===== src/rtl/jac_pkg.sv =====
// +--------------------------------------------------------------------------+
// | jac_pkg : shared widths, opcodes and field positions for the Jac1-8 core |
// | Revision : 1.0                                                           |
// +--------------------------------------------------------------------------+
`default_nettype none

package jac_pkg;

  localparam int DataWidth         = 8;
  localparam int SEL_WIDTH         = 2;
  localparam int PROGRAM_DataWidth = 16;
  localparam int NumOpCodeBits     = 5;
  localparam int ParamBits         = 8;
  localparam int NumStatusBits     = 3;
  localparam int OP1_BIT_POS       = 9;
  localparam int OP2_BIT_POS       = 4;

  localparam logic [NumOpCodeBits-1:0] OP_NOP   = 5'h00;
  localparam logic [NumOpCodeBits-1:0] OP_ADD   = 5'h01;
  localparam logic [NumOpCodeBits-1:0] OP_SUB   = 5'h02;
  localparam logic [NumOpCodeBits-1:0] OP_AND   = 5'h03;
  localparam logic [NumOpCodeBits-1:0] OP_OR    = 5'h04;
  localparam logic [NumOpCodeBits-1:0] OP_NOT   = 5'h05;
  localparam logic [NumOpCodeBits-1:0] OP_XOR   = 5'h06;
  localparam logic [NumOpCodeBits-1:0] OP_SHL   = 5'h07;
  localparam logic [NumOpCodeBits-1:0] OP_SHR   = 5'h08;
  localparam logic [NumOpCodeBits-1:0] OP_VAL   = 5'h09;
  localparam logic [NumOpCodeBits-1:0] OP_GOTO  = 5'h10;
  localparam logic [NumOpCodeBits-1:0] OP_IFZ   = 5'h11;
  localparam logic [NumOpCodeBits-1:0] OP_IFNZ  = 5'h12;
  localparam logic [NumOpCodeBits-1:0] OP_IFEQ  = 5'h13;
  localparam logic [NumOpCodeBits-1:0] OP_IFST  = 5'h14;
  localparam logic [NumOpCodeBits-1:0] OP_IFGT  = 5'h15;
  localparam logic [NumOpCodeBits-1:0] OP_RES16 = 5'h16;

  localparam logic SEL_ALU     = 1'b1;
  localparam logic SEL_DECODER = 1'b0;

  localparam int STAT_Z  = 2;
  localparam int STAT_GT = 1;
  localparam int STAT_ST = 0;

  // Two-operand ALU ops: both register ports read, result back into op1.
  function automatic logic is_binary_alu_op(input logic [NumOpCodeBits-1:0] op);
    return (op == OP_ADD) || (op == OP_SUB) || (op == OP_AND) ||
           (op == OP_OR)  || (op == OP_XOR);
  endfunction

endpackage

`default_nettype wire


===== src/rtl/decoder_if.sv =====
// +--------------------------------------------------------------------------+
// | decoder_if : instruction/status in, datapath controls out                |
// | Revision : 1.0                                                           |
// +--------------------------------------------------------------------------+
`default_nettype none

interface decoder_if;
  import jac_pkg::*;

  logic [PROGRAM_DataWidth-1:0] instruction;
  logic [NumStatusBits-1:0]     status;
  logic [NumOpCodeBits-1:0]     opcode;
  logic [ParamBits-1:0]         param;
  logic [DataWidth-1:0]         literal_adr;
  logic [SEL_WIDTH-1:0]         rd_sel1;
  logic [SEL_WIDTH-1:0]         rd_sel2;
  logic                         rd_en1;
  logic                         rd_en2;
  logic                         wr_en;
  logic [SEL_WIDTH-1:0]         wr_sel;
  logic                         sel_reg_in_alu_decoder;
  logic                         add_offset;
  logic                         cnt_wr_en;
  logic                         stat_wr_en;
  logic                         stat_reg_in_alu_decoder;
  logic [NumStatusBits-1:0]     status_out;

  modport master (
    output instruction, status,
    input  opcode, param, literal_adr, rd_sel1, rd_sel2, rd_en1, rd_en2,
           wr_en, wr_sel, sel_reg_in_alu_decoder, add_offset, cnt_wr_en,
           stat_wr_en, stat_reg_in_alu_decoder, status_out
  );

  modport slave (
    input  instruction, status,
    output opcode, param, literal_adr, rd_sel1, rd_sel2, rd_en1, rd_en2,
           wr_en, wr_sel, sel_reg_in_alu_decoder, add_offset, cnt_wr_en,
           stat_wr_en, stat_reg_in_alu_decoder, status_out
  );

endinterface

`default_nettype wire


===== src/rtl/branch_cond.sv =====
// +--------------------------------------------------------------------------+
// | branch_cond : evaluates conditional-branch opcodes against status flags  |
// | Revision : 1.0                                                           |
// +--------------------------------------------------------------------------+
`default_nettype none

module branch_cond
  import jac_pkg::*;
(
  input  wire logic [NumOpCodeBits-1:0] opcode,
  input  wire logic [NumStatusBits-1:0] status,
  output logic                          take
);

  // IFEQ relies on the preceding compare having set Z, so it shares IFZ's test.
  always_comb begin
    take = 1'b0;
    case (opcode)
      OP_IFZ,
      OP_IFEQ: take = status[STAT_Z];
      OP_IFNZ: take = ~status[STAT_Z];
      OP_IFST: take = status[STAT_ST];
      OP_IFGT: take = status[STAT_GT];
      default: take = 1'b0;
    endcase
  end

endmodule

`default_nettype wire


===== src/rtl/decoder.sv =====
// +--------------------------------------------------------------------------+
// | decoder : combinational Jac1-8 instruction decoder                       |
// | Revision : 1.0                                                           |
// +--------------------------------------------------------------------------+
`default_nettype none

module decoder
  import jac_pkg::*;
(
  input  wire logic clk,
  input  wire logic rst,
  decoder_if.slave  bus
);

  logic [NumOpCodeBits-1:0] opcode;
  logic [SEL_WIDTH-1:0]     op1;
  logic [SEL_WIDTH-1:0]     op2;
  logic                     take;

  logic [SEL_WIDTH-1:0]     rd_sel1_d;
  logic [SEL_WIDTH-1:0]     rd_sel2_d;
  logic                     rd_en1_d;
  logic                     rd_en2_d;
  logic                     wr_en_d;
  logic [SEL_WIDTH-1:0]     wr_sel_d;
  logic                     sel_d;
  logic                     add_offset_d;
  logic                     cnt_wr_en_d;
  logic                     stat_wr_en_d;
  logic                     wr_en_g;

  // Nothing here is clocked and bit 10 of the instruction carries no field.
  logic unused_bits;
  assign unused_bits = clk ^ bus.instruction[10];

  assign opcode = bus.instruction[PROGRAM_DataWidth-1 -: NumOpCodeBits];
  assign op1    = bus.instruction[OP1_BIT_POS -: SEL_WIDTH];
  assign op2    = bus.instruction[OP2_BIT_POS -: SEL_WIDTH];

  branch_cond u_branch_cond (
    .opcode (opcode),
    .status (bus.status),
    .take   (take)
  );

  always_comb begin
    rd_sel1_d    = '0;
    rd_sel2_d    = '0;
    rd_en1_d     = 1'b0;
    rd_en2_d     = 1'b0;
    wr_en_d      = 1'b0;
    wr_sel_d     = '0;
    sel_d        = SEL_DECODER;
    add_offset_d = 1'b0;
    cnt_wr_en_d  = 1'b0;
    stat_wr_en_d = 1'b0;

    if (is_binary_alu_op(opcode)) begin
      rd_sel1_d    = op1;
      rd_sel2_d    = op2;
      rd_en1_d     = 1'b1;
      rd_en2_d     = 1'b1;
      wr_en_d      = 1'b1;
      wr_sel_d     = op1;
      sel_d        = SEL_ALU;
      stat_wr_en_d = 1'b1;
    end else begin
      case (opcode)
        OP_NOT: begin
          rd_sel2_d    = op2;
          rd_en2_d     = 1'b1;
          wr_en_d      = 1'b1;
          wr_sel_d     = op1;
          sel_d        = SEL_ALU;
          stat_wr_en_d = 1'b1;
        end
        // Shift amount travels on param, so the second read port stays idle.
        OP_SHL,
        OP_SHR: begin
          rd_sel1_d    = op1;
          rd_en1_d     = 1'b1;
          wr_en_d      = 1'b1;
          wr_sel_d     = op1;
          sel_d        = SEL_ALU;
          stat_wr_en_d = 1'b1;
        end
        OP_VAL: begin
          wr_en_d  = 1'b1;
          wr_sel_d = op1;
          sel_d    = SEL_DECODER;
        end
        OP_GOTO: begin
          cnt_wr_en_d = 1'b1;
        end
        OP_IFZ,
        OP_IFNZ,
        OP_IFEQ,
        OP_IFST,
        OP_IFGT: begin
          cnt_wr_en_d  = take;
          add_offset_d = take;
        end
        default: begin
          cnt_wr_en_d = 1'b0;
        end
      endcase
    end
  end

  // Reset masks only the enables that change architectural state.
  assign wr_en_g = wr_en_d & ~rst;

  assign bus.opcode                  = opcode;
  assign bus.param                   = bus.instruction[ParamBits-1:0];
  assign bus.literal_adr             = bus.instruction[DataWidth-1:0];
  assign bus.rd_sel1                 = rd_sel1_d;
  assign bus.rd_sel2                 = rd_sel2_d;
  assign bus.rd_en1                  = rd_en1_d;
  assign bus.rd_en2                  = rd_en2_d;
  assign bus.wr_en                   = wr_en_g;
  assign bus.wr_sel                  = wr_en_g ? wr_sel_d : '0;
  assign bus.sel_reg_in_alu_decoder  = sel_d;
  assign bus.add_offset              = add_offset_d & ~rst;
  assign bus.cnt_wr_en               = cnt_wr_en_d & ~rst;
  assign bus.stat_wr_en              = stat_wr_en_d & ~rst;
  assign bus.stat_reg_in_alu_decoder = SEL_ALU;
  assign bus.status_out              = '0;

endmodule

`default_nettype wire


===== src/flat_wrapper.sv =====
// flat-port wrapper written by rule: the top's interface ports become plain ports
module decoder_flat import jac_pkg::*;
  (clk, rst, bus_instruction, bus_status, bus_opcode, bus_param, bus_literal_adr, bus_rd_sel1, bus_rd_sel2, bus_rd_en1, bus_rd_en2, bus_wr_en, bus_wr_sel, bus_sel_reg_in_alu_decoder, bus_add_offset, bus_cnt_wr_en, bus_stat_wr_en, bus_stat_reg_in_alu_decoder, bus_status_out);
  decoder_if bus_i ();
  input  wire logic clk;
  input  wire logic rst;
  input wire logic [$bits(bus_i.instruction)-1:0] bus_instruction;
  input wire logic [$bits(bus_i.status)-1:0] bus_status;
  output wire logic [$bits(bus_i.opcode)-1:0] bus_opcode;
  output wire logic [$bits(bus_i.param)-1:0] bus_param;
  output wire logic [$bits(bus_i.literal_adr)-1:0] bus_literal_adr;
  output wire logic [$bits(bus_i.rd_sel1)-1:0] bus_rd_sel1;
  output wire logic [$bits(bus_i.rd_sel2)-1:0] bus_rd_sel2;
  output wire logic [$bits(bus_i.rd_en1)-1:0] bus_rd_en1;
  output wire logic [$bits(bus_i.rd_en2)-1:0] bus_rd_en2;
  output wire logic [$bits(bus_i.wr_en)-1:0] bus_wr_en;
  output wire logic [$bits(bus_i.wr_sel)-1:0] bus_wr_sel;
  output wire logic [$bits(bus_i.sel_reg_in_alu_decoder)-1:0] bus_sel_reg_in_alu_decoder;
  output wire logic [$bits(bus_i.add_offset)-1:0] bus_add_offset;
  output wire logic [$bits(bus_i.cnt_wr_en)-1:0] bus_cnt_wr_en;
  output wire logic [$bits(bus_i.stat_wr_en)-1:0] bus_stat_wr_en;
  output wire logic [$bits(bus_i.stat_reg_in_alu_decoder)-1:0] bus_stat_reg_in_alu_decoder;
  output wire logic [$bits(bus_i.status_out)-1:0] bus_status_out;
  assign bus_i.instruction = bus_instruction;
  assign bus_i.status = bus_status;
  assign bus_opcode = bus_i.opcode;
  assign bus_param = bus_i.param;
  assign bus_literal_adr = bus_i.literal_adr;
  assign bus_rd_sel1 = bus_i.rd_sel1;
  assign bus_rd_sel2 = bus_i.rd_sel2;
  assign bus_rd_en1 = bus_i.rd_en1;
  assign bus_rd_en2 = bus_i.rd_en2;
  assign bus_wr_en = bus_i.wr_en;
  assign bus_wr_sel = bus_i.wr_sel;
  assign bus_sel_reg_in_alu_decoder = bus_i.sel_reg_in_alu_decoder;
  assign bus_add_offset = bus_i.add_offset;
  assign bus_cnt_wr_en = bus_i.cnt_wr_en;
  assign bus_stat_wr_en = bus_i.stat_wr_en;
  assign bus_stat_reg_in_alu_decoder = bus_i.stat_reg_in_alu_decoder;
  assign bus_status_out = bus_i.status_out;
  decoder u_core (.clk(clk), .rst(rst), .bus(bus_i));
endmodule

===== config.mk =====
export PLATFORM = sky130hd
export DESIGN_NAME = decoder_flat
export DESIGN_NICKNAME = d
export VERILOG_FILES = /design/src/rtl/jac_pkg.sv /design/src/rtl/decoder_if.sv /design/src/rtl/branch_cond.sv /design/src/rtl/decoder.sv /design/src/flat_wrapper.sv
export SDC_FILE = /design/constraint.sdc
export NUM_CORES = 1
export LEC_CHECK = 0
export CAP_MARGIN = 20
export CORE_MARGIN = 1
export CORE_UTILIZATION = 27
export DETAILED_ROUTE_END_ITERATION = 8
export PLACE_DENSITY = 0.85
export SLEW_MARGIN = 20
export SYNTH_ARGS = -nofsm -noshare
export SYNTH_HDL_FRONTEND = slang
export SYNTH_HIERARCHICAL = 1
export SYNTH_SLANG_ARGS = --single-unit
export TNS_END_PERCENT = 50

===== constraint.sdc =====
create_clock -name vclk -period 1.4
set_input_delay 0.21 -clock vclk [all_inputs]
set_output_delay 0.21 -clock vclk [all_outputs]
set_load 0.01 [all_outputs]

---- Word level (Yosys, flattened, before mapping) ----
Index checks and enable logic that the tools add are counted.
word-level totals
  register bits after elaboration ......... 0
  logic and storage cells ................. 50
  input port bits ......................... 21
cells by class
  equality and inequality tests ........... 15
  reduce and logical (&&, ||, !) cells .... 9
  multiplexer cells ....................... 20
  bitwise gates (word level) .............. 6
operators by type and width
  operator                                              count
  equality test 5 bit (second input constant)           6
  equality test 5 x 3 -> 1 bit (second input constant)  4
  2-to-1 mux 2 bit                                      7
  2-to-1 mux 1 bit                                      11
  equality test 5 x 2 -> 1 bit (second input constant)  2
  equality test 5 x 4 -> 1 bit (second input constant)  2
  equality test 5 x 1 -> 1 bit (second input constant)  1
  OR reduction 5 bit                                    1
  AND 1 bit                                             4
  logical OR 1 bit                                      4
  case mux 1 bit (4 select lines)                       1
  OR reduction 2 bit                                    2
  OR reduction 4 bit                                    1
  OR reduction 3 bit                                    1
  inverter 1 bit                                        2
  case mux 1 bit (2 select lines)                       1

---- Depth between registers and ports, before layout ----
Gate-level depths: netlist (run 1).
  depth in word-level cells ............... 8
  gate-level depth with buffers ........... 5

---- Cells and area by module ----
The synthesis (run 1) kept the hierarchy.
by module, submodules not included
  module       instances  area an instance (sq um)  cells each  seq. area each (sq um)
  decoder      1          411.6                     59          0.0
  branch_cond  1          47.5                      7           0.0

---- Worst setup path before layout (run 1) ----
No wires, ideal clock.
  kind .................................... input to output
  start point ............................. input bus_instruction[11]
  end point ............................... output bus_add_offset
  stages .................................. 5
  slack ................................... 155 ps
  path buffers ............................ 0
  required time ........................... 1190 ps
  data arrival time ....................... 1035 ps
  cell sequence ........................... mux2i_1 > nor3b_1 > o311a_1 > nand2_1 > nor3_1
between the ends
  elaborated cells between the ends (all ways) .. 20
  those cells by class .................... eq/ne: 10; mux: 3; bitwise: 1; reduce/logical: 6
RTL lines
  element                              line                text
  start, declared                      flat_wrapper.sv:7   input wire logic [$bits(bus_i.instruction)-1:0] bus_instruction;
  equality test 5 bit                  branch_cond.sv:18   case (opcode)
  OR reduction 2 bit                   branch_cond.sv:18
  case mux 1 bit (4 select lines) (*)  branch_cond.sv:18
  via u_core.take                      decoder.sv:18       logic take;
  2-to-1 mux 1 bit (*)                 decoder.sv:68       case (opcode)
  2-to-1 mux 1 bit (*)                 decoder.sv:58       if (is_binary_alu_op(opcode)) begin
  AND 1 bit (*)                        decoder.sv:123      assign bus.add_offset = add_offset_d & ~rst;
  end, declared                        flat_wrapper.sv:19  output wire logic [$bits(bus_i.add_offset)-1:0] bus_add_offset;
Mark *: on every way through the listed nets, which the timed path passes. The rest lies on a longest branch.

---- Worst setup path after layout (run 1) ----
  start point ............................. input bus_instruction[11]
  end point ............................... output bus_cnt_wr_en
between the ends
  elaborated cells between the ends (all ways) .. 21
  those cells by class .................... eq/ne: 11; mux: 3; bitwise: 1; reduce/logical: 6
RTL lines
  element                              line                text
  equality test 5 bit                  branch_cond.sv:18
  OR reduction 2 bit                   branch_cond.sv:18
  case mux 1 bit (4 select lines) (*)  branch_cond.sv:18
  via u_core.take                      decoder.sv:18
  case mux 1 bit (2 select lines) (*)  decoder.sv:68
  2-to-1 mux 1 bit (*)                 decoder.sv:58
  AND 1 bit (*)                        decoder.sv:124      assign bus.cnt_wr_en = cnt_wr_en_d & ~rst;
  end, declared                        flat_wrapper.sv:20  output wire logic [$bits(bus_i.cnt_wr_en)-1:0] bus_cnt_wr_en;
Marks and branches as above.

==> flow_summary.yaml, run 1 <==
run_status:
  outcome: "complete, but fails checks"
  violations: "negative setup slack"
finish:
  syn2layout_area_growth_pct: 64.3
  layout_commonest_cell: "buf_2"
  layout_common_cells: "buf_2 (15), clkdlybuf4s50_1 (9), buf_4 (7), dlygate4sd2_1 (5), nor2_1 (5)"
  antennaDiodeCount: 0
  finalNonFillerCells: 107
  n_clock_buffer: 0
  num-nets-final: 114
  nFlopsAndLatches: 0
  final_area_sq_um: 754
  fillers: 160
  drive_gt1_share_pct: 49.5
  seqCellArea_sq_um: 0
synth:
  synth_cell_types: 22
  netlist_area_sq_um: 459
  synth.area.top_cells: "buf_4 (41%), a2111oi_4 (6.0%), a21oi_1 (5.4%)"
  syn_avg_cell_area_sq_um: 6.96
  seq_area_frac_synth_pct: 0
  synth_cells: 66
  yosysTopAreaCell: "buf_4"
  yosysWarnings: 6
  synth_top_area_share_pct: 40.9
setup_path:
  crit_buf_inv: 2
  cpPeakStageDelay_ns: 0.32
  critPathMaxFanout: 5
  startpoint_type: "input port"
  cp_data_arrival_time_ns: 1.26
  path_class: "in -> out"
  slowest_stage: "o311a_1"
  critPathTopFamily: "compound AO/OA/AOI/OAI gates"
  required_ns: 1.19
  path_cells: "buf_8 -> mux2i_2 -> nor3b_2 -> o311a_1 -> o21bai_1 -> a21oi_1 -> buf_2"
  crit_path_end_kind: "output port"
placed_design:
  io_buffers: 35
  placed_cells: 103
  place.gp.congestion: 0.767
  place_ws_ns: -0.935
  dp_hpwl_um: 943
  place_area_sq_um: 717
timing:
  rsz0062_at_grt: "true"
  fmax_ghz: 0.681
  finalCritPeriodShare_pct: 105
  fin_hold_ws_ns: 0.420
  period_minus_slack_ns: 1.47
  worst_slack_ns: -0.0677
  finalHoldViolCount: 0
  finalSetupViolCount: 4
  drv_slew: 0
floorplanning:
  die_w_um: 43.2
  rows: 14
  dieArea_sq_mm: 0.00187
  start_util_pct: 29.8
  die_h_um: 43.2
  pin_count: 59
  coreArea_sq_mm: 0.00154
power:
  vdd_drop_max_mv: 0.125
  leakagePower_uw: 0.000362
  cellPowerDensity_mw_per_mm2: 287
  p_total_uw: 216
cts:
  cts_hold_buffers: 0
worst_hold_path:
  min_path_type: "in -> out"
detailed_routing:
  vias: 477
  drc: 0
  ant_nets: 0
  wl_mm: 1.26
  post_drt_wl_per_cell_um: 11.8
  firstDrtPassIters: 4
  via_per_inst: 4.46
  dr.first_iter.drc_count: 2
run:
  cap_violations: 0
grt:
  gr-total-overflow: 0
  grt_max_degree: 9
  grt_pass1_wl_mm: 2.03
  grt_pass1_vias: 437
  antenna_found_initial: 0
  grt_use_total_pct: 13.6
path summary, 6_finish.rpt:
path                 end  cells past startpoint                 from
min   bus_literal_adr[0]                      0   bus_instruction[0]
max        bus_cnt_wr_en                      7  bus_instruction[11]
where the power goes:
group | total (uW) | switching (uW) | internal [uW] | leakage, uW
sequential | 0 | 0 | 0 | 0
combinational | 216 | 98.6 | 118 | 0.000362
clock | 0 | 0 | 0 | 0
total | 216 | 98.6 | 118 | 0.000362
final cells by class:
type / instances / area, sq um / share of cell area [%]
Inverter: 2 / 7.51 / 0.995
Multi-Input combinational cell: 41 / 319 / 42.3
Tap cell: 16 / 20.0 / 2.65
Timing Repair Buffer: 48 / 408 / 54.1
what timing repair did:
action	4_1_cts	5_1_grt
endpoints found under the setup margin	22	13
pin swaps	15	7
buffers inserted	4	0
resized for setup	102	7
layer usage:
layer / track usage (%) / part of all wire [%]
met1: 16.0 / 37
met2: 26.6 / 54
met3: 1.28 / 8.8
met4: 1.82 / 0
met5: 0 / 0
cell usage after synthesis, drive strengths merged:
library cell   n
buf           25
a21oi          5
nor2           5
and2           4
nand2          4
nand2b         3
nor3           3
conb           2
inv            2
nor4b          2
a2111oi        1
and3           1
mux2i          1
nor2b          1
nor3b          1
nor4           1
o21a           1
o21ai          1
o21bai         1
o311a          1
xnor2          1
cell families after synthesis:
group	synth area share [%]
other	1.64
muxes	2.18
xor gates and xnor gates	1.91
AOI/OAI and AO/OA	18.0
buffers and inverters	42.5
and+or+nand+nor	33.8
metrics by stage:
step                      utilization, %  TNS, ns
after floorplan                        -        0
after global placement              46.5   -12.19
after detailed placement            46.5   -12.47
after CTS                           49.8   -0.167
after global routing                48.9   -0.594
final                               48.9   -0.162
Note: power is estimated with default switching activity, not from simulation.
==> inputs of run 2 (changes only) <==
- GPL_ROUTABILITY_DRIVEN: unset -> 0
==> results of run 2 <==
No change in the layout: final DEF, timing and power equal those of run 1.
==> inputs of run 3 (changes only) <==
- SLEW_MARGIN: 20 -> unset
==> results of run 3 <==
No change in the layout: final DEF, timing and power equal those of run 1.
